--- src/rtl/decode_issue_ctrl.sv ---
// Decode-to-execute issue controller: one-entry issue register with load scoreboard,
// control-transfer/illegal blocking, and a saturating stall counter.
// Latency: 1 cycle from input to output.
// Backpressure: in_ready drops on a hazard, on flush, or when the issue register is full
// and execute does not take it.
//
// Ports:
//   clk, rst              clock, asynchronous active-high reset
//   in_valid/in_ready     decoder handshake; in_pc, in_inst, decode flags
//   out_valid/out_ready   execute handshake; out_pc, out_inst, out_illegal
//   wb_valid, wb_rd       load writeback, clears scoreboard entry
//   br_resolve            pending control transfer resolved without redirect
//   flush                 redirect/trap, discards the held instruction
//   stall_cnt             saturating count of cycles with in_valid & ~in_ready
module decode_issue_ctrl #(
  parameter int XLEN  = 64,
  parameter int NREG  = 32,
  parameter int CNT_W = 32
) (
  input  logic             clk,
  input  logic             rst,
  input  logic             in_valid,
  output logic             in_ready,
  input  logic [XLEN-1:0]  in_pc,
  input  logic [31:0]      in_inst,
  input  logic             in_rs1_en,
  input  logic             in_rs2_en,
  input  logic             in_rd_en,
  input  logic             in_mem_read,
  input  logic             in_ctrl,
  input  logic             in_illegal,
  output logic             out_valid,
  input  logic             out_ready,
  output logic [XLEN-1:0]  out_pc,
  output logic [31:0]      out_inst,
  output logic             out_illegal,
  input  logic             wb_valid,
  input  logic [4:0]       wb_rd,
  input  logic             br_resolve,
  input  logic             flush,
  output logic [CNT_W-1:0] stall_cnt
);

  logic [NREG-1:0] busy;
  logic [NREG-1:0] busy_nxt;
  logic            ctrl_pend;
  logic            out_mem_read;
  logic            out_rd_en;

  logic [4:0] rs1;
  logic [4:0] rs2;
  logic [4:0] rd;
  logic [4:0] held_rd;
  logic       hazard;
  logic       in_fire;
  logic       out_fire;
  logic       held_load_dropped;

  assign rs1     = in_inst[19:15];
  assign rs2     = in_inst[24:20];
  assign rd      = in_inst[11:7];
  assign held_rd = out_inst[11:7];

  // The rd check catches WAW against an in-flight load so a later writer
  // cannot be overwritten by the older load's writeback.
  assign hazard = (in_rs1_en & busy[rs1])
                | (in_rs2_en & busy[rs2])
                | (in_rd_en  & busy[rd])
                | ctrl_pend;

  assign in_ready = ~rst & ~flush & ~hazard & (~out_valid | out_ready);
  assign in_fire  = in_valid & in_ready;
  assign out_fire = out_valid & out_ready & ~flush;

  // A flushed load never reaches execute, so nothing will write it back.
  assign held_load_dropped = flush & out_valid & out_mem_read & out_rd_en;

  // Issue register
  always_ff @(posedge clk or posedge rst) begin
    if (rst) begin
      out_valid    <= 1'b0;
      out_pc       <= '0;
      out_inst     <= '0;
      out_illegal  <= 1'b0;
      out_mem_read <= 1'b0;
      out_rd_en    <= 1'b0;
    end else begin
      if (flush) begin
        out_valid <= 1'b0;
      end else if (in_fire) begin
        out_valid    <= 1'b1;
        out_pc       <= in_pc;
        out_inst     <= in_inst;
        out_illegal  <= in_illegal;
        out_mem_read <= in_mem_read;
        out_rd_en    <= in_rd_en;
      end else if (out_fire) begin
        out_valid <= 1'b0;
      end
    end
  end

  // Scoreboard: clears first, then the set, so a same-cycle set wins.
  always_comb begin
    busy_nxt = busy;
    if (wb_valid) begin
      busy_nxt[wb_rd] = 1'b0;
    end
    if (held_load_dropped) begin
      busy_nxt[held_rd] = 1'b0;
    end
    if (in_fire & in_mem_read & in_rd_en) begin
      busy_nxt[rd] = 1'b1;
    end
    busy_nxt[0] = 1'b0;
  end

  always_ff @(posedge clk or posedge rst) begin
    if (rst) begin
      busy <= '0;
    end else begin
      busy <= busy_nxt;
    end
  end

  // Control/illegal blocking
  always_ff @(posedge clk or posedge rst) begin
    if (rst) begin
      ctrl_pend <= 1'b0;
    end else if (flush) begin
      ctrl_pend <= 1'b0;
    end else if (in_fire & (in_ctrl | in_illegal)) begin
      ctrl_pend <= 1'b1;
    end else if (br_resolve) begin
      ctrl_pend <= 1'b0;
    end
  end

  // Stall counter, saturating, survives flush
  always_ff @(posedge clk or posedge rst) begin
    if (rst) begin
      stall_cnt <= '0;
    end else if (in_valid & ~in_ready & ~flush & ~(&stall_cnt)) begin
      stall_cnt <= stall_cnt + {{(CNT_W-1){1'b0}}, 1'b1};
    end
  end

endmodule

--- config.mk ---
export PLATFORM = sky130hd
export DESIGN_NAME = decode_issue_ctrl
export DESIGN_NICKNAME = d
export VERILOG_FILES = /design/src/rtl/decode_issue_ctrl.sv
export SDC_FILE = /design/constraint.sdc
export NUM_CORES = 1
export LEC_CHECK = 0
export ABC_AREA = 1
export CAP_MARGIN = 0
export CORE_UTILIZATION = 52
export CTS_CLUSTER_DIAMETER = 60
export CTS_CLUSTER_SIZE = 20
export DETAILED_ROUTE_END_ITERATION = 8
export GPL_TIMING_DRIVEN = 1
export MAX_ROUTING_LAYER = met4
export PLACE_DENSITY = 0.86
export SETUP_SLACK_MARGIN = 0.2
export SLEW_MARGIN = 15
export SYNTH_ARGS = -nofsm -noshare
export SYNTH_HDL_FRONTEND = slang
export SYNTH_SLANG_ARGS = --single-unit
--- constraint.sdc ---
create_clock -name clk -period 13.6 [get_ports clk]
set_input_delay 1.36 -clock clk [delete_from_list [all_inputs] [get_ports clk]]
set_output_delay 1.36 -clock clk [all_outputs]
set_load 0.005 [all_outputs]
==> metrics.cfg, run 1 <==
[setup_path]
worstSetupPathType = input port to output port
r2r_start = stall_cnt[1]
path_delay_family = buffers and inverters
reg2regPathDepth = 9
critPathLaunchType = input port
endpoint = in_ready
crit_cells = 10
worst-path-buf-inv = 4
worstPathMaxFanout = 32
reg2reg_slack_ns = 9.92
crit_required_ns = 12.24
end_kind = output port
r2r_end = stall_cnt[0]
critPathArrivalTime_ns = 4.76
path_cells = clkdlybuf4s50_1, inv_1, o21ai_0, nand3_1, nand3_1, nand3_1, nand3_1, nand3_1, inv_1, clkdlybuf4s50_1
max_stage_delay_ns = 0.99
cp-startpoint = in_inst[20]
cp_slowest_cell = clkdlybuf4s50_1
crit_top_cell = nand3_1

[layout]
final_nets = 1529
syn_to_final_growth_pct = 35.2
num_antenna_cells = 0
fillers = 1268
drive_gt1_share_pct = 3.29

[power]
power_density_nw_per_um2 = 126
p_leak_nw = 5.63
ir_drop_mv = 0.0917

[clocking]
htreeDepth = 4
post-cts-setup-buffers = 0
numCtsBuffers = 17
cts-root-buf = clkbuf_16
clockBufferDepth = 2
clkTransAtPathRegs_ns = 0.07
cts_resized = 0
hold_buffers = 0
clk_latency_ns = 0.44
cts.sinks = 164
cts_tree = built

[detailed_routing]
viasPerCell = 5.46
wirelength_mm = 26.4
post_drt_wl_per_cell_um = 16.1
drc = 2
first_pass_iters = 8
route.vias.total = 8967
drtAntennaViolNets = 0
drtIter0Drc = 939

[floorplan]
fp.dieW_um = 131
dieArea_sq_um = 17200
fp.dieH_um = 131
ios = 245
initial_utilization_pct = 53.9
rows = 46
coreArea_sq_um = 16100

[grt]
antenna_found_initial = 0
first_global_vias = 8255
grt_usage_pct = 32.2
grt_pass1_wl_mm = 40.8
grt_start_max_net_pins = 91
gr-total-overflow = 0

[timing]
fin_crit_ns = 6.12
setup-tns-final_ns = 0
rsz0062_at_grt = false
skew_ns = 0.0108
fin_ws_ns = 7.48
tightestPinTransition_ns = 1.04
finalSetupViolCount = 0
relSlewSlack_pct = 30.4
finalCritPeriodShare_pct = 45.0
final-hold-violation-count = 0
max_freq_mhz = 163
finalMaxSlewViolations = 0

[status]
violations = DRC
outcome = complete, but fails checks

[synthesis]
yosys.cell_types.count = 30
syn_area_per_cell_sq_um = 7.23
ys_seq_area_share_pct = 47.4
syn_inst = 1197
yosys_warnings = 0
synth-seq-cells = 164
synth_area_sq_um = 8650
synth_nets = 1312

[placement]
gp_congestion = 0.978
dpl_worst_slack_ns = 7.52
dpl.hpwl_mm = 18.6
port_buffers = 244

[worst_hold_path]
holdPathStages = 2
hp-class = flip-flop to flip-flop

[job]
max-cap-violations = 0

[cell families after synthesis]
logic type	synth area share, %
simple gates	37.9
flops	47.4
buf+inv	7.97
compound gates	5.18
xor+xnor	1.42
fa+ha+maj	0.145
[cell usage after synthesis]
cell      count  area (sq um)
nand2_1     523          1960
dfrtp_1     164          4100
nand3_1     111           556
inv_1       104           390
nor2_1       69           259
nand4_1      42           263
nor3_1       37           185
buf_2        28           140
o221ai_1     27           236
o21ai_0      21           105
buf_4        12          90.1
o21ai_1      11          55.1
clkbuf_1     10          37.5
xor2_1        8          70.1
a21oi_1       6          30.0
xnor2_1       6          52.6
buf_1         2          7.51
inv_2         2          7.51
inv_4         2          12.5
nor4_1        2          12.5
a31oi_1       1          6.26
and3_1        1          6.26
clkinv_1      1          3.75
ha_1          1          12.5
nand3b_1      1          7.51
nor2_2        1          6.26
nor3b_1       1          7.51
o211ai_1      1          7.51
o31ai_1       1          7.51
or3b_2        1          8.76
[per-stage QoR]
step	cell area, sq um	power (mW)	util (%)	instances	hold WS [ns]
4_1_cts	11700	1.48	72.8	1643	0.484
3_5_place_dp	11200	1.03	69.4	1611	0.465
5_1_grt	11700	1.55	72.8	1643	0.503
6_report	11700	1.48	72.8	1643	0.479
3_3_place_gp	11200	1.02	69.4	1611	0.460
2_1_floorplan	8650	0.782	-	1197	0.453
[power breakdown]
| group | internal (mW) | switching (mW) |
|---|---|---|
| Combinational | 0.220 | 0.164 |
| Sequential | 0.577 | 0.0653 |
| Clock | 0.240 | 0.211 |
[sequential cells by signal, summed over array words and instances (netlist names)]
signal        cells
out_valid         1
out_illegal       1
ctrl_pend         1
out_inst         32
out_rd_en         1
out_pc           64
busy             31
out_mem_read      1
stall_cnt        32
[worst min-delay path by stage]
stage	start	endpoint	slack, ns
final	out_inst[30]	out_inst[30]	0.48
after global routing	out_pc[61]	out_pc[61]	0.50
after CTS	out_pc[11]	out_pc[11]	0.48
after detailed placement	out_pc[50]	out_pc[50]	0.46
after global placement	out_pc[35]	out_pc[35]	0.46
after floorplan	out_rd_en	out_rd_en	0.45
[area by class of cell]
type	count	area [sq um]	share of cell area, %
Sequential cell	164	4100	35.1
Multi-Input combinational cell	872	3870	33.1
Clock inverter	14	105	0.899
Tap cell	216	270	2.31
Inverter	109	419	3.58
Clock buffer	18	439	3.76
Timing Repair Buffer	250	2490	21.3
[per-layer routing]
metal	vias up	share of wire (%)	GRT usage [%]
met3	71	8.8	5.94
met5	-	0	-
li1	4283	-	-
met2	490	47	50.8
met1	4123	41	40.7
met4	0	3.0	13.3
[tightest hold or removal path, stage by stage, from the launching register on]
cell	delay, ns
dfrtp_1	0.34
nand2_1	0.05
nand2_1	0.06
[placed cells by master, fill, tap and decap left out]
| cell | netlist | layout |
|---|---|---|
| o31ai_1 | 1 | 1 |
| inv_2 | 2 | 2 |
| and3_1 | 1 | 1 |
| nor3b_1 | 1 | 1 |
| xor2_1 | 8 | 8 |
| nor4_1 | 2 | 2 |
| ha_1 | 1 | 1 |
| nand2_1 | 523 | 523 |
| clkdlybuf4s50_1 | 0 | 244 |
| nand4_1 | 42 | 42 |
| inv_6 | 0 | 3 |
| o211ai_1 | 1 | 1 |
| o21ai_1 | 11 | 11 |
| clkinv_1 | 1 | 1 |
| nor3_2 | 0 | 1 |
| inv_8 | 0 | 2 |
| o221ai_1 | 27 | 27 |
| nor2_1 | 69 | 68 |
| a21oi_1 | 6 | 6 |
| clkinvlp_4 | 0 | 3 |
| o21ai_0 | 21 | 21 |
| clkinv_2 | 0 | 5 |
| nor2_4 | 0 | 1 |
| nor2_2 | 1 | 1 |
| nor3_1 | 37 | 36 |
| xnor2_1 | 6 | 6 |
| nand3b_1 | 1 | 1 |
| clkinv_4 | 0 | 2 |
| nand3_1 | 111 | 111 |
| inv_4 | 2 | 2 |
| clkbuf_16 | 0 | 17 |
| dfrtp_1 | 164 | 164 |
| a31oi_1 | 1 | 1 |
| or3b_2 | 1 | 1 |
| clkbuf_8 | 0 | 1 |
| buf_4 | 12 | 6 |
| inv_1 | 104 | 103 |
No activity file was read; power rests on OpenSTA's default activity.
==> inputs of run 2 (changes only) <==
CORE_UTILIZATION = 49   (was 52)
PLACE_DENSITY = 0.82   (was 0.86)
clock period = 6.35 ns   (was 13.6 ns; I/O delays follow)
==> metrics.cfg, run 2 (same netlist as run 1, synthesis figures left out) <==
[grt]
first_global_vias = 8353
antenna_found_initial = 0
grt_pass1_wl_mm = 40.8
grt_start_max_net_pins = 117
gr-total-overflow = 0
grt_usage_pct = 29.6

[detailed_routing]
drc = 0
route.vias.total = 9011
first_pass_iters = 5
drtAntennaViolNets = 0
wirelength_mm = 25.9
viasPerCell = 5.45
drtIter0Drc = 1102
post_drt_wl_per_cell_um = 15.7

[layout]
layout_common_cells = nand2_1 (523), clkdlybuf4s50_1 (244), dfrtp_1 (164)
top_regs = out_pc (64), out_inst (32), stall_cnt (32)
final_nets = 1530
final_common_cell = nand2_1
drive_gt1_share_pct = 3.15
largest_reg_flops = 64
largest_register = out_pc
syn_to_final_growth_pct = 36.0
num_antenna_cells = 0

[clocking]
cts_resized = 0
clk_latency_ns = 0.43
numCtsBuffers = 17
hold_buffers = 0
clockBufferDepth = 2
cts-root-buf = clkbuf_16
htreeDepth = 4
post-cts-setup-buffers = 0
clkTransAtPathRegs_ns = 0.07
cts.sinks = 164
cts_tree = built

[placement]
dpl_worst_slack_ns = 2.04
port_buffers = 244
gp_congestion = 0.979
dpl.hpwl_mm = 17.9

[timing]
setup-tns-final_ns = 0
tightestPinTransition_ns = 1.02
fin_crit_ns = 4.35
final-hold-violation-count = 0
relSlewSlack_pct = 32.0
fin_ws_ns = 2.00
max_freq_mhz = 230
skew_ns = 0.0123
finalSetupViolCount = 0
rsz0062_at_grt = false
finalCritPeriodShare_pct = 68.4
finalMaxSlewViolations = 0

[job]
max-cap-violations = 0

[floorplan]
dieArea_sq_um = 18200
fp.dieW_um = 135
initial_utilization_pct = 50.0
rows = 48
ios = 245
coreArea_sq_um = 17300
fp.dieH_um = 135

[setup_path]
worstPathMaxFanout = 32
end_kind = output port
cp-startpoint = in_inst[20]
endpoint = in_ready
critPathLaunchType = input port
worstSetupPathType = input port to output port
crit_required_ns = 5.71
r2r_end = stall_cnt[10]
critPathArrivalTime_ns = 3.71
reg2regPathDepth = 9
reg2reg_slack_ns = 2.87
r2r_start = stall_cnt[1]

[power]
power_density_nw_per_um2 = 275
p_leak_nw = 5.66
ir_drop_mv = 0.182

[status]
outcome = finished, final reports clean

[worst_hold_path]
hp-class = flip-flop to flip-flop

## run 2: cell count changes in the layout (fill, tap and decap cells not counted), sizes merged
cell	before	now
clkbuf	18	22
clkinvlp	3	2
buf	6	7
inv	112	111
clkinv	8	3
bufinv	0	2
## run 2: worst min path at each step
stage / from / endpoint / slack, ns / cells after the start
floorplan: out_rd_en / out_rd_en / 0.45 / 2
global placement: out_pc[36] / out_pc[36] / 0.46 / 2
detailed placement: out_pc[40] / out_pc[40] / 0.46 / 2
CTS: out_pc[40] / out_pc[40] / 0.48 / 2
global route: out_pc[6] / out_pc[6] / 0.50 / 2
finish: out_inst[13] / out_inst[13] / 0.48 / 2
## run 2: stage by stage
stage	area (sq um)	hold WS [ns]	power (mW)	util (%)	cells
6_report	11800	0.477	3.24	68.0	1652
5_1_grt	11800	0.496	3.40	68.0	1652
4_1_cts	11800	0.482	3.26	68.0	1652
3_5_place_dp	11200	0.464	2.20	64.6	1621
3_3_place_gp	11200	0.460	2.19	64.6	1621
2_1_floorplan	8650	0.453	1.67	-	1197
## run 2: power by group
part	leakage [nW]	internal, mW	switching, mW
registers	2.15	1.24	0.139
logic	3.23	0.472	0.346
clock network	0.284	0.614	0.431
total	5.66	2.32	0.916
## run 2: critical path, stage by stage
cell             delay [ns]
clkdlybuf4s50_1        0.95
inv_1                  0.33
o21ai_0                0.28
nand3_1                0.10
nand3_1                0.09
nand3_1                0.06
nand3_1                0.17
nand3_1                0.13
inv_1                  0.07
buf_4                  0.32
clkdlybuf4s50_1        0.57
## run 2: area by class of cell
type	count	area (sq um)
Clock inverter	9	119
Fill cell	1460	5530
Multi-Input combinational cell	872	3870
Timing Repair Buffer	251	2490
Sequential cell	164	4100
Tap cell	225	282
Inverter	109	419
Clock buffer	22	474
## run 2: per-layer routing
| layer | track usage [%] | vias up | wire length, um |
|---|---|---|---|
| met5 | - | - | 0 |
| met4 | 15.2 | 0 | 1090 |
| met3 | 6.01 | 96 | 2260 |
| met2 | 46.0 | 474 | 11800 |
| met1 | 36.6 | 4156 | 10800 |
| li1 | - | 4285 | - |
==> inputs of run 3 (changes only) <==
CORE_UTILIZATION = 44   (was 49)
PLACE_DENSITY = 0.78   (was 0.82)
clock period = 3.97 ns   (was 6.35 ns; I/O delays follow)
==> metrics.cfg, run 3 (same netlist as run 1, synthesis figures left out) <==
[status]
outcome = finished, final reports clean

[grt]
antenna_found_initial = 0
grt_pass1_wl_mm = 42.8
first_global_vias = 8417
grt_usage_pct = 27.8
grt_start_max_net_pins = 119
gr-total-overflow = 0

[clocking]
clk_latency_ns = 0.44
cts_resized = 0
clkTransAtPathRegs_ns = 0.07
htreeDepth = 4
cts_tree = built
post-cts-setup-buffers = 0
clockBufferDepth = 2
cts-root-buf = clkbuf_16
cts.sinks = 164
numCtsBuffers = 17
hold_buffers = 0

[detailed_routing]
route.vias.total = 8940
first_pass_iters = 8
viasPerCell = 5.28
drtAntennaViolNets = 0
drc = 0
post_drt_wl_per_cell_um = 15.8
drtIter0Drc = 802
wirelength_mm = 26.7

[floorplan]
fp.dieW_um = 142
ios = 245
coreArea_sq_um = 19000
fp.dieH_um = 142
initial_utilization_pct = 45.6
rows = 50
dieArea_sq_um = 20200

[power]
ir_drop_mv = 0.329
power_density_nw_per_um2 = 438
p_leak_nw = 5.70

[layout]
fillers = 1692
layout_common_cells = nand2_1 (523), clkdlybuf4s50_1 (244), dfrtp_1 (164)
drive_gt1_share_pct = 3.70
top_regs = out_pc (64), out_inst (32), stall_cnt (32)
syn_to_final_growth_pct = 37.3
final_nets = 1535
multi_input_area_sq_um = 3870
seq_area_sq_um = 4100
largest_register = out_pc
largest_reg_flops = 64
final_common_cell = nand2_1
instances_no_fill = 1693
num_antenna_cells = 0

[timing]
finalMaxSlewViolations = 0
finalCritPeriodShare_pct = 86.4
fin_crit_ns = 3.43
relSlewSlack_pct = 44.1
rsz0062_at_grt = false
hold_slack_ns = 0.424
setup-tns-final_ns = 0
final-hold-violation-count = 0
max_freq_mhz = 292
tightestPinTransition_ns = 0.839
finalSetupViolCount = 0
skew_ns = 0.0142

[setup_path]
r2r_start = stall_cnt[0]
critPathLaunchType = input port
cp-startpoint = in_inst[7]
worstSetupPathType = input port to output port
worstPathMaxFanout = 18
critPathArrivalTime_ns = 3.03
end_kind = output port
crit_required_ns = 3.57

[placement]
dpl.cell_count = 1661
gp_congestion = 1.00
port_buffers = 244
dpl.hpwl_mm = 18.8

[job]
max-cap-violations = 0

[worst_hold_path]
hp-class = input port to asynchronous set/reset pin

==> run 3: cell types whose count changed in the layout (fill, tap and decap cells not counted), moves of 3 or more <==
cell      previous run  this run
clkbuf_8             3         0
inv_8                0         4
inv_6                4         7
buf_4                7        10
==> run 3: worst max-delay path: stages <==
cell and delay [ns]:
clkdlybuf4s50_1 0.91, inv_4 0.21, nand2_1 0.10, nand2_1 0.05, nand2_1 0.08, nand2_1 0.07
nand2_1 0.06, nand2_1 0.05, nor2_1 0.10, nand2_1 0.08, a21oi_1 0.19, nand3_1 0.12
inv_1 0.12, clkdlybuf4s50_1 0.51
==> run 3: layout make-up <==
cell class                 instances  area share, %
sequential                       164           34.6
tap                              260           2.74
inverter                         109           3.52
timing repair buffer             256           21.5
multi-input combinational        872           32.6
clock buffer                      17           3.58
clock inverter                    15           1.49
==> run 3: through the flow <==
stage          area [sq um]  utilization, %  worst slack [ns]  total power, mW
2_1_floorplan          8650               -              1.49             2.68
3_3_place_gp          11300            59.5             0.623             3.51
3_5_place_dp          11300            59.5             0.442             3.54
4_1_cts               11900            62.7             0.591             5.23
5_1_grt               11900            62.7             0.292             5.46
6_report              11900            62.7             0.541             5.20
==> run 3: final timing paths <==
path	end	slack, ns	cells after the start
max in group asynchronous	out_pc[4]	2.74	3
worst min register to register	out_pc[13]	0.48	2
min in group clk	out_pc[13]	0.48	2
worst min-delay path	out_valid	0.42	2
worst max-delay path	in_ready	0.54	14
worst max register to register	stall_cnt[23]	1.43	14
==> run 3: power breakdown <==
part	switching, mW	internal (mW)
clock network	0.781	0.905
logic	0.559	0.761
registers	0.219	1.97
==> run 3: per-layer routing <==
| layer | track usage [%] | part of all wire [%] | vias to the layer above | wire length, um |
|---|---|---|---|---|
| met5 | - | 0 | - | 0 |
| met4 | 11.4 | 2.6 | 0 | 687 |
| met3 | 5.65 | 8.8 | 56 | 2340 |
| met2 | 43.2 | 47 | 438 | 12500 |
| met1 | 35.5 | 42 | 4157 | 11200 |
| li1 | - | - | 4289 | - |
